**src/rtl/prescaled_updown_counter_pkg.sv**
```systemverilog
`default_nettype none
// ============================================================================
//  Module      : tc_pkg
//  Description : Shared encodings for the prescaled up/down counter family.
//                Direction and terminal-mode codes used by the counter top
//                level, its testbench and future PWM / debounce blocks.
//  Ports       : none (package)
//  Revision    : 1.0 - initial release
// ============================================================================
package tc_pkg;

   // Terminal behaviour selected by the `mode` input
   localparam logic MODE_WRAP = 1'b0;
   localparam logic MODE_SAT  = 1'b1;

   // Count direction selected by the `dir` input
   localparam logic DIR_UP    = 1'b0;
   localparam logic DIR_DOWN  = 1'b1;

endpackage : tc_pkg
`default_nettype wire

```
**src/rtl/prescaled_updown_counter_if.sv**
```systemverilog
`default_nettype none
// ============================================================================
//  Module      : prescaled_updown_counter_if
//  Description : Control/status bundle of the prescaled up/down counter.
//  Ports       : none; carries
//                  en, div, dir, mode, max, load, load_val  (master -> slave)
//                  count, tick, wrap                        (slave -> master)
//                master modport : the controlling agent
//                slave  modport : the counter block
//  Revision    : 1.0 - initial release
// ============================================================================
interface prescaled_updown_counter_if #(
   parameter int WIDTH = 8,
   parameter int DIV_W = 25
);
   logic             en;
   logic [DIV_W-1:0] div;
   logic             dir;
   logic             mode;
   logic [WIDTH-1:0] max;
   logic             load;
   logic [WIDTH-1:0] load_val;
   logic [WIDTH-1:0] count;
   logic             tick;
   logic             wrap;

   modport master (
      output en, div, dir, mode, max, load, load_val,
      input  count, tick, wrap
   );

   modport slave (
      input  en, div, dir, mode, max, load, load_val,
      output count, tick, wrap
   );
endinterface : prescaled_updown_counter_if
`default_nettype wire

```
**src/rtl/prescaled_updown_counter_tick_gen.sv**
```systemverilog
`default_nettype none
// ============================================================================
//  Module      : tick_gen
//  Description : Runtime-programmable divider. Produces a combinational
//                single-cycle strobe once every div+1 enabled cycles.
//  Ports       : clk  in  1      system clock
//                rst  in  1      asynchronous active-high reset
//                en   in  1      run enable; divider holds when low
//                div  in  DIV_W  divide value D (period D+1)
//                clr  in  1      synchronous restart of the divider
//                stb  out 1      strobe, combinational from pcnt/div/en
//  Revision    : 1.0 - initial release
// ============================================================================
module tick_gen #(
   parameter int DIV_W = 25
) (
   input  logic             clk,
   input  logic             rst,
   input  logic             en,
   input  logic [DIV_W-1:0] div,
   input  logic             clr,
   output logic             stb
);

   localparam logic [DIV_W-1:0] C_ONE = DIV_W'(1);

   logic [DIV_W-1:0] pcnt_q;
   logic [DIV_W-1:0] pcnt_d;

   // Comparing with >= rather than == means a div lowered below the
   // current pcnt fires on the next enabled cycle instead of running the
   // divider all the way round its full range.
   assign stb = en & (pcnt_q >= div);

   always_comb begin
      pcnt_d = pcnt_q;
      if (clr || stb) begin
         pcnt_d = '0;
      end else if (en) begin
         pcnt_d = pcnt_q + C_ONE;
      end
   end

   always_ff @(posedge clk or posedge rst) begin
      if (rst) begin
         pcnt_q <= '0;
      end else begin
         pcnt_q <= pcnt_d;
      end
   end

endmodule : tick_gen
`default_nettype wire

```
**src/rtl/prescaled_updown_counter.sv**
```systemverilog
`default_nettype none
// ============================================================================
//  Module      : prescaled_updown_counter
//  Description : Prescaled up/down counter with programmable terminal value,
//                wrap or saturate terminal mode and synchronous load. A
//                divider strobe advances the count; tick and wrap report each
//                step and each rollover one cycle later.
//  Ports       : clk              in   1      system clock
//                rst              in   1      asynchronous active-high reset
//                bus.en           in   1      run enable
//                bus.div          in   DIV_W  divide value D
//                bus.dir          in   1      0 = up, 1 = down
//                bus.mode         in   1      0 = wrap, 1 = saturate
//                bus.max          in   WIDTH  terminal count M
//                bus.load         in   1      synchronous load strobe
//                bus.load_val     in   WIDTH  value to load (clamped to M)
//                bus.count        out  WIDTH  registered count
//                bus.tick         out  1      pulse after each count step
//                bus.wrap         out  1      pulse after each rollover
//  Revision    : 1.0 - initial release
// ============================================================================
module prescaled_updown_counter
   import tc_pkg::*;
#(
   parameter int WIDTH = 8,
   parameter int DIV_W = 25
) (
   input  logic                        clk,
   input  logic                        rst,
   prescaled_updown_counter_if.slave   bus
);

   localparam logic [WIDTH-1:0] C_ONE = WIDTH'(1);

   logic             stb;
   logic [WIDTH-1:0] count_q;
   logic [WIDTH-1:0] count_d;
   logic             tick_q;
   logic             tick_d;
   logic             wrap_q;
   logic             wrap_d;

   // ------------------------------------------------------------------------
   // Divider; a load restarts the interval so the next step is a full
   // D+1 enabled cycles after the load.
   // ------------------------------------------------------------------------
   tick_gen #(
      .DIV_W (DIV_W)
   ) u_tick_gen (
      .clk (clk),
      .rst (rst),
      .en  (bus.en),
      .div (bus.div),
      .clr (bus.load),
      .stb (stb)
   );

   // ------------------------------------------------------------------------
   // Next-state: load wins over any strobe in the same cycle.
   // ------------------------------------------------------------------------
   always_comb begin
      count_d = count_q;
      tick_d  = 1'b0;
      wrap_d  = 1'b0;

      if (bus.load) begin
         count_d = (bus.load_val > bus.max) ? bus.max : bus.load_val;
      end else if (stb) begin
         // A saturated hold is still a step, so tick is raised regardless.
         tick_d = 1'b1;
         if (bus.dir == DIR_UP) begin
            if (count_q < bus.max) begin
               count_d = count_q + C_ONE;
            end else if (bus.mode == MODE_WRAP) begin
               count_d = '0;
               wrap_d  = 1'b1;
            end else begin
               // Also pulls a count left above a reduced M back to M.
               count_d = bus.max;
            end
         end else begin
            if (count_q > bus.max) begin
               // M was lowered under the count: clamp, not a rollover.
               count_d = bus.max;
            end else if (count_q != '0) begin
               count_d = count_q - C_ONE;
            end else if (bus.mode == MODE_WRAP) begin
               count_d = bus.max;
               wrap_d  = 1'b1;
            end else begin
               count_d = '0;
            end
         end
      end
   end

   always_ff @(posedge clk or posedge rst) begin
      if (rst) begin
         count_q <= '0;
         tick_q  <= 1'b0;
         wrap_q  <= 1'b0;
      end else begin
         count_q <= count_d;
         tick_q  <= tick_d;
         wrap_q  <= wrap_d;
      end
   end

   assign bus.count = count_q;
   assign bus.tick  = tick_q;
   assign bus.wrap  = wrap_q;

endmodule : prescaled_updown_counter
`default_nettype wire
```
**src/flat_wrapper.sv**
```systemverilog
// flat-port wrapper written by rule: the top's interface ports become plain ports
module prescaled_updown_counter_flat import tc_pkg::*;
#(
   parameter int WIDTH = 8,
   parameter int DIV_W = 25
)
  (clk, rst, bus_en, bus_div, bus_dir, bus_mode, bus_max, bus_load, bus_load_val, bus_count, bus_tick, bus_wrap);
  prescaled_updown_counter_if #(.WIDTH(WIDTH), .DIV_W(DIV_W)) bus_i ();
  input  logic clk;
  input  logic rst;
  input wire logic [$bits(bus_i.en)-1:0] bus_en;
  input wire logic [$bits(bus_i.div)-1:0] bus_div;
  input wire logic [$bits(bus_i.dir)-1:0] bus_dir;
  input wire logic [$bits(bus_i.mode)-1:0] bus_mode;
  input wire logic [$bits(bus_i.max)-1:0] bus_max;
  input wire logic [$bits(bus_i.load)-1:0] bus_load;
  input wire logic [$bits(bus_i.load_val)-1:0] bus_load_val;
  output wire logic [$bits(bus_i.count)-1:0] bus_count;
  output wire logic [$bits(bus_i.tick)-1:0] bus_tick;
  output wire logic [$bits(bus_i.wrap)-1:0] bus_wrap;
  assign bus_i.en = bus_en;
  assign bus_i.div = bus_div;
  assign bus_i.dir = bus_dir;
  assign bus_i.mode = bus_mode;
  assign bus_i.max = bus_max;
  assign bus_i.load = bus_load;
  assign bus_i.load_val = bus_load_val;
  assign bus_count = bus_i.count;
  assign bus_tick = bus_i.tick;
  assign bus_wrap = bus_i.wrap;
  prescaled_updown_counter #(.WIDTH(WIDTH), .DIV_W(DIV_W)) u_core (.clk(clk), .rst(rst), .bus(bus_i));
endmodule
```
**config.mk**
```make
export PLATFORM = sky130hd
export DESIGN_NAME = prescaled_updown_counter_flat
export DESIGN_NICKNAME = d
export VERILOG_FILES = /design/src/rtl/prescaled_updown_counter_pkg.sv /design/src/rtl/prescaled_updown_counter_if.sv /design/src/rtl/prescaled_updown_counter_tick_gen.sv /design/src/rtl/prescaled_updown_counter.sv /design/src/flat_wrapper.sv
export SDC_FILE = /design/constraint.sdc
export NUM_CORES = 1
export LEC_CHECK = 0
export BUFFER_PORTS_ARGS = -buffer_cell sky130_fd_sc_hd__buf_2
export CAP_MARGIN = 20
export CORE_AREA = 4 4 83 85
export DETAILED_ROUTE_END_ITERATION = 7
export DIE_AREA = 0 0 87 89
export MAX_ROUTING_LAYER = met4
export PLACE_DENSITY = 0.86
export SLEW_MARGIN = 15
export SYNTH_ARGS = -nofsm -noshare
export SYNTH_HDL_FRONTEND = slang
export SYNTH_SLANG_ARGS = --single-unit
```
**constraint.sdc**
```tcl
create_clock -name clk -period 2.5 [get_ports clk]
set_input_delay 0.125 -clock clk [delete_from_list [all_inputs] [get_ports clk]]
set_output_delay 0.125 -clock clk [all_outputs]
set_load 0.1 [all_outputs]
```
* Yosys cells after proc, flatten, opt, wreduce, memory -nomap -nowiden *
Cells that the tools add are included.
Widths: inputs -> output; s select.

word-level totals
  word-level logic and storage cells = 36
  output and inout port bits = 10
  input port bits = 47
  register bits after elaboration = 35

operators by class
  mux-type cells = 20
  bitwise operators = 1
  magnitude comparators = 4
  add/sub/neg operators = 3
  reductions and logical operators = 4

operators by type and width
  cell                   count
  $mux 8                 9
  $mux 25                2
  $add 25x1->25 const B  1
  $ge 25x25->1           1
  $gt 8x8->1             2
  $mux 1                 9
  $add 8x1->8 const B    1
  $lt 8x8->1             1
  $reduce_bool 8->1      1
  $sub 8x1->8 const B    1
  $reduce_bool 2->1      2
  $and 1x1->1            1
  $logic_or 1x1->1       1

* Depth between registers and ports, before layout *
  depth after elaboration = 6
  gate-level depth with buffers = 10

* By module *
From an unflattened synthesis, not the netlist that was laid out.

second synthesis, totals
  cells, all modules = 403
  area, all modules = 3,523.4 um^2

by module, submodules not included
  module                    cells each  times used  area an instance (um^2)
  tick_gen                  225         1           2,069.5
  prescaled_updown_counter  178         1           1,453.9

* Worst setup path before layout *
Ideal clock, no wire load.

  path kind = reg-to-reg
  start = reg u_core.count_q[0], in the netlist u_core.bus.count[0]
  end = reg u_core.count_q[7], in the netlist u_core.bus.count[7]
  required time = 2.408 ns
  arrival = 2.955 ns
  path buffers = 1
  library setup time = 0.092 ns
  setup slack = -0.546 ns
  cell stages (with the launch flop) = 11
  path through = dfrtp_1 > inv_1 > ha_1 > nor2b_1 > o211ai_2 > a21oi_2 > or2_1 > buf_2 > a311oi_1 > or4b_1 > o221ai_1

between the ends
  word-level cells in the longest chain between the ends = 6
  elaborated cells between the ends (all ways) = 11

ends and longest elaborated chain
  what                                                     RTL line                                                        RTL
  start: declaration                                       prescaled_updown_counter.sv:36                                  logic [WIDTH-1:0] count_q;
  start signal: assignment                                 prescaled_updown_counter.sv:103                                 count_q <= count_d;
  $sub 8x1->8 / $reduce_bool 8->1 (equally long branches)  prescaled_updown_counter.sv:86, prescaled_updown_counter.sv:85
  $mux 8                                                   prescaled_updown_counter.sv:85                                  end else if (count_q != '0) begin
  $mux 8                                                   prescaled_updown_counter.sv:82                                  if (count_q > bus.max) begin
  $mux 8 (*)                                               prescaled_updown_counter.sv:71                                  if (bus.dir == DIR_UP) begin
  $mux 8 (*)                                               prescaled_updown_counter.sv:68                                  end else if (stb) begin
  $mux 8 (*)                                               prescaled_updown_counter.sv:66                                  if (bus.load) begin

Every way passes the cells marked *; elsewhere a longest branch is shown, timed or not. The select of a mux whose other input is x is not followed.
A chain may end at the register's enable or synchronous reset.

* Worst setup path in the final report *
  start = reg u_core.count_q[7], in the netlist u_core.bus.count[7]
  end = reg u_core.count_q[1], in the netlist u_core.bus.count[1]

between the ends
  word-level cells in the longest chain between the ends = 6
  elaborated cells between the ends (all ways) = 9

ends and longest elaborated chain
  what                                                                RTL line
  parallel branches: the longest is 3 deep, another holds $lt 8x8->1  n/a
  $mux 8 (*)                                                          prescaled_updown_counter.sv:71
  $mux 8 (*)                                                          prescaled_updown_counter.sv:68
  $mux 8 (*)                                                          prescaled_updown_counter.sv:66

Mark *: on every way between the ends. The select of a mux whose other input is x is not followed.

==> results by group <==
Logic synthesis
  • Sequential cell area fraction in the yosys report: 0.258
  • Mux cell area share after synthesis: 0.0251
  • Asr flop ratio synth: 1.00
  • Post-Synth Simple-Gate Area: 0.222
  • Main flop type after synthesis: dfrtp_1
  • Synth Net Count: roughly 500
  • Largest family of logic cells by synthesized area: simple AND/OR/NAND/NOR gates
  • Synthesized area per cell: 8.27 um^2
  • Gate Count Post-Synth: 410
  • Compound-Gate Fraction of Synth Area: 0.163
  • Synth Area in XOR/XNOR: 0.0904
  • Most area-hungry cell type in the Yosys netlist: dfrtp_1
  • Post-synth cell types: 63
  • Area contributors post-synth: dfrtp_1 26%, ha_1 17%, xor2_1 5.7%
  • Cell Area, Synth: between 3000 and 4000 um^2
  • Seq cells post-synth: 35
  • Synth top area share: 0.258
  • Post-synth EDFFs: 0
  • Yosys warns: 0
  • Synth Area in Adders: 0.166

STA
  • Final setup fails: 0
  • Worst slew margin: 0.677
  • RSZ-0062 raised after global routing: yes
  • Max Slew Vio Count: 0
  • Min Tclk post-route: roughly 2.4 ns
  • Actual slew at the worst max-slew pin: between 0.4 and 0.5 ns
  • Final hold vios: 0
  • F_max: between 400 and 500 MHz
  • Final period util: 0.959
  • Total Neg Setup Slack: 0 ns
  • Worst Skew: roughly 0.0050 ns

Pwr
  • Max IR drop VDD: ~350 uV
  • Pwr/cell area: approximately 490 nW/um^2
  • Pleak: about 2.1 nW
  • Final Power: 2.02 mW

Placed design
  • Post-DP HPWL: 7.41 mm
  • Port bufs: 56
  • Placed Cells incl. Taps: around 560
  • Gpl congestion: 0.952
  • Placement Cell Area: 3960 um^2

Worst setup path
  • Worst Setup End Kind: flop
  • Slowest-stage cell, CP: dfrtp_4
  • CP Launch Type: flop
  • CP bufs+invs: 0
  • Critical path's top delay family: simple AND/OR/NAND/NOR gates
  • Reg2Reg Depth: 8
  • CP Depth: 8
  • Crit Path Class: reg2reg
  • Required time of the critical path: 2.66 ns
  • CP max FO: 8
  • Crit path DAT: 2.55 ns
  • Worst stage delay on the critical path: 0.48 ns
  • Crit-path cells: ha_1 -> nand4_1 -> or2_4 -> nand2_1 -> nand3_4 -> a221o_1 -> o2111ai_1 -> o221ai_1

Clock network
  • Clock Tree Root: clkbuf_8
  • Clock Tree Buf Depth: 2
  • Clk_lat worst skew: 0.29 ns
  • H-tree levels: 2
  • Clock sink total: 35
  • Worst-path clk slew: about 0.070 ns
  • TritonCTS clock tree: built
  • CTS Buf Count: 5

Layout
  • Share of cells above drive strength 1: 0.254
  • Most common cell after layout, fill and taps aside: buf_2
  • # nets final: 579
  • Final core utilization: 0.663
  • Most frequent cells in the layout: 56 x buf_2, 51 x nor2_1, 44 x inv_1, 44 x ha_1, 31 x nand2_1
  • Fill cells: 536
  • Antenna Cells: 0
  • Fin cells: ~570
  • Area Growth Syn to Fin: 21.3%
  • Final Cell Area: 4120 um^2

Global routing
  • Largest net degree at the start of global routing: 25
  • Tot GR Track Use: 0.259
  • Vias in the first global route: 3,249
  • Initial antenna violation count: 0
  • Remaining Overflow, GRT: 0
  • First-pass GRT wire length: roughly 15 mm

Drt
  • Antenna-violating nets left: 0
  • Residual DRC count: 0
  • Pre-antenna DRT Iters: 5
  • DR vias: 3,270
  • Routed len/inst: between 15 and 20 um
  • WL final: ~9.2 mm
  • Vias per inst: 5.79
  • Initial DRC Count: 207

Floorplan
  • Chip height: 89 um
  • Die Footprint: 7740 um^2
  • Die X: 87 um
  • Row count: 29
  • Initial Util: 0.547
  • Io pins: between 50 and 60
  • Core area: 6200 um^2

Outcome
  • Status: complete, no violations

Run
  • Max-Cap Viols: 0

Hold path
  • Hold Crit Class: in2reg
  • Hold path depth: 2
==> final cells by class <==
class	count	area [um^2]	area share
clock buffers	6	82.6	0.0201
multi-input cells	313	2310	0.562
repair buffers	86	520	0.126
inverters	46	173	0.0420
clock inverters	2	35.0	0.00851
flip-flops and latches	35	896	0.218
well taps	77	96.3	0.0234
==> synth_stat cells, drive strengths merged (2+ instances only) <==
master / n
o211ai: 5
a21o: 5
o22ai: 2
buf: 8
a221oi: 2
o31ai: 3
a221o: 2
nand2: 32
a211oi: 2
ha: 45
clkbuf: 8
mux2: 4
and3: 10
nor2: 51
o21ai: 7
or2: 2
nand3: 20
dfrtp: 35
o221ai: 5
inv: 45
nand2b: 3
a21oi: 19
a311oi: 2
xor2: 22
nor3: 10
xnor2: 13
mux2i: 4
a31oi: 5
nand4: 15
nor3b: 2
nor4: 2
a32oi: 2
==> per-stage QoR <==
stage / hold slack (ns) / setup slack, ns
5_1_grt: 0.153 / -0.0587
6_report: 0.137 / 0.103
3_5_place_dp: 0.159 / -0.00205
2_1_floorplan: 0.279 / 0.00641
4_1_cts: 0.130 / 0.0129
3_3_place_gp: 0.149 / 0.0341
==> state kept, by name (all words and copies together), names as in the netlist <==
signal / cells
u_core.bus.count: 8
u_core.bus.tick: 1
u_core.bus.wrap: 1
u_core.u_tick_gen.pcnt_q: 25
==> logic make-up (layout without fill, tap and decap cells) <==
family,Yosys count,count (layout)
buf+inv,62,140
fa+ha+maj,45,45
compound gates,73,73
simple gates,152,152
xor+xnor,35,35
flops,35,35
mux,8,8
==> metal layers <==
| metal | share of wire | vias up | track usage | routed length (um) |
|---|---|---|---|---|
| met1 | 0.44 | 1564 | 0.317 | 4050 |
| met3 | 0.045 | 15 | 0.0332 | 410 |
| met5 | 0 | - | - | 0 |
| met2 | 0.50 | 94 | 0.449 | 4570 |
| li1 | - | 1597 | - | - |
| met4 | 0.014 | 0 | 0.0694 | 131 |
==> where the power goes <==
| part | total [mW] | internal, mW | switching, mW | leakage [nW] |
|---|---|---|---|---|
| logic | 0.863 | 0.303 | 0.560 | 1.57 |
| registers | 0.618 | 0.599 | 0.0192 | 0.461 |
| clock network | 0.539 | 0.323 | 0.217 | 0.0612 |
==> worst paths after layout <==
check                      slack, ns                            to                         start
max                             0.10           u_core.bus.count[1]           u_core.bus.count[7]
min in group asynchronous       0.38   u_core.u_tick_gen.pcnt_q[8]                           rst
min                             0.14   u_core.u_tick_gen.pcnt_q[1]                      bus_load
max reg2reg                     0.10           u_core.bus.count[1]           u_core.bus.count[7]
max in group asynchronous       1.41           u_core.bus.count[7]                           rst
min reg2reg                     0.57  u_core.u_tick_gen.pcnt_q[24]  u_core.u_tick_gen.pcnt_q[24]
==> timing repair <==
item                                    4_1_cts  5_1_grt
cloned                                        0        0
resized for setup                             1        5
pin swaps                                     1        3
buffers inserted                              0        0
hold endpoints to repair                     11        0
endpoints found under the setup margin        2       31
hold buffers                                  1        0
Power figures use the tool's default switching activity.
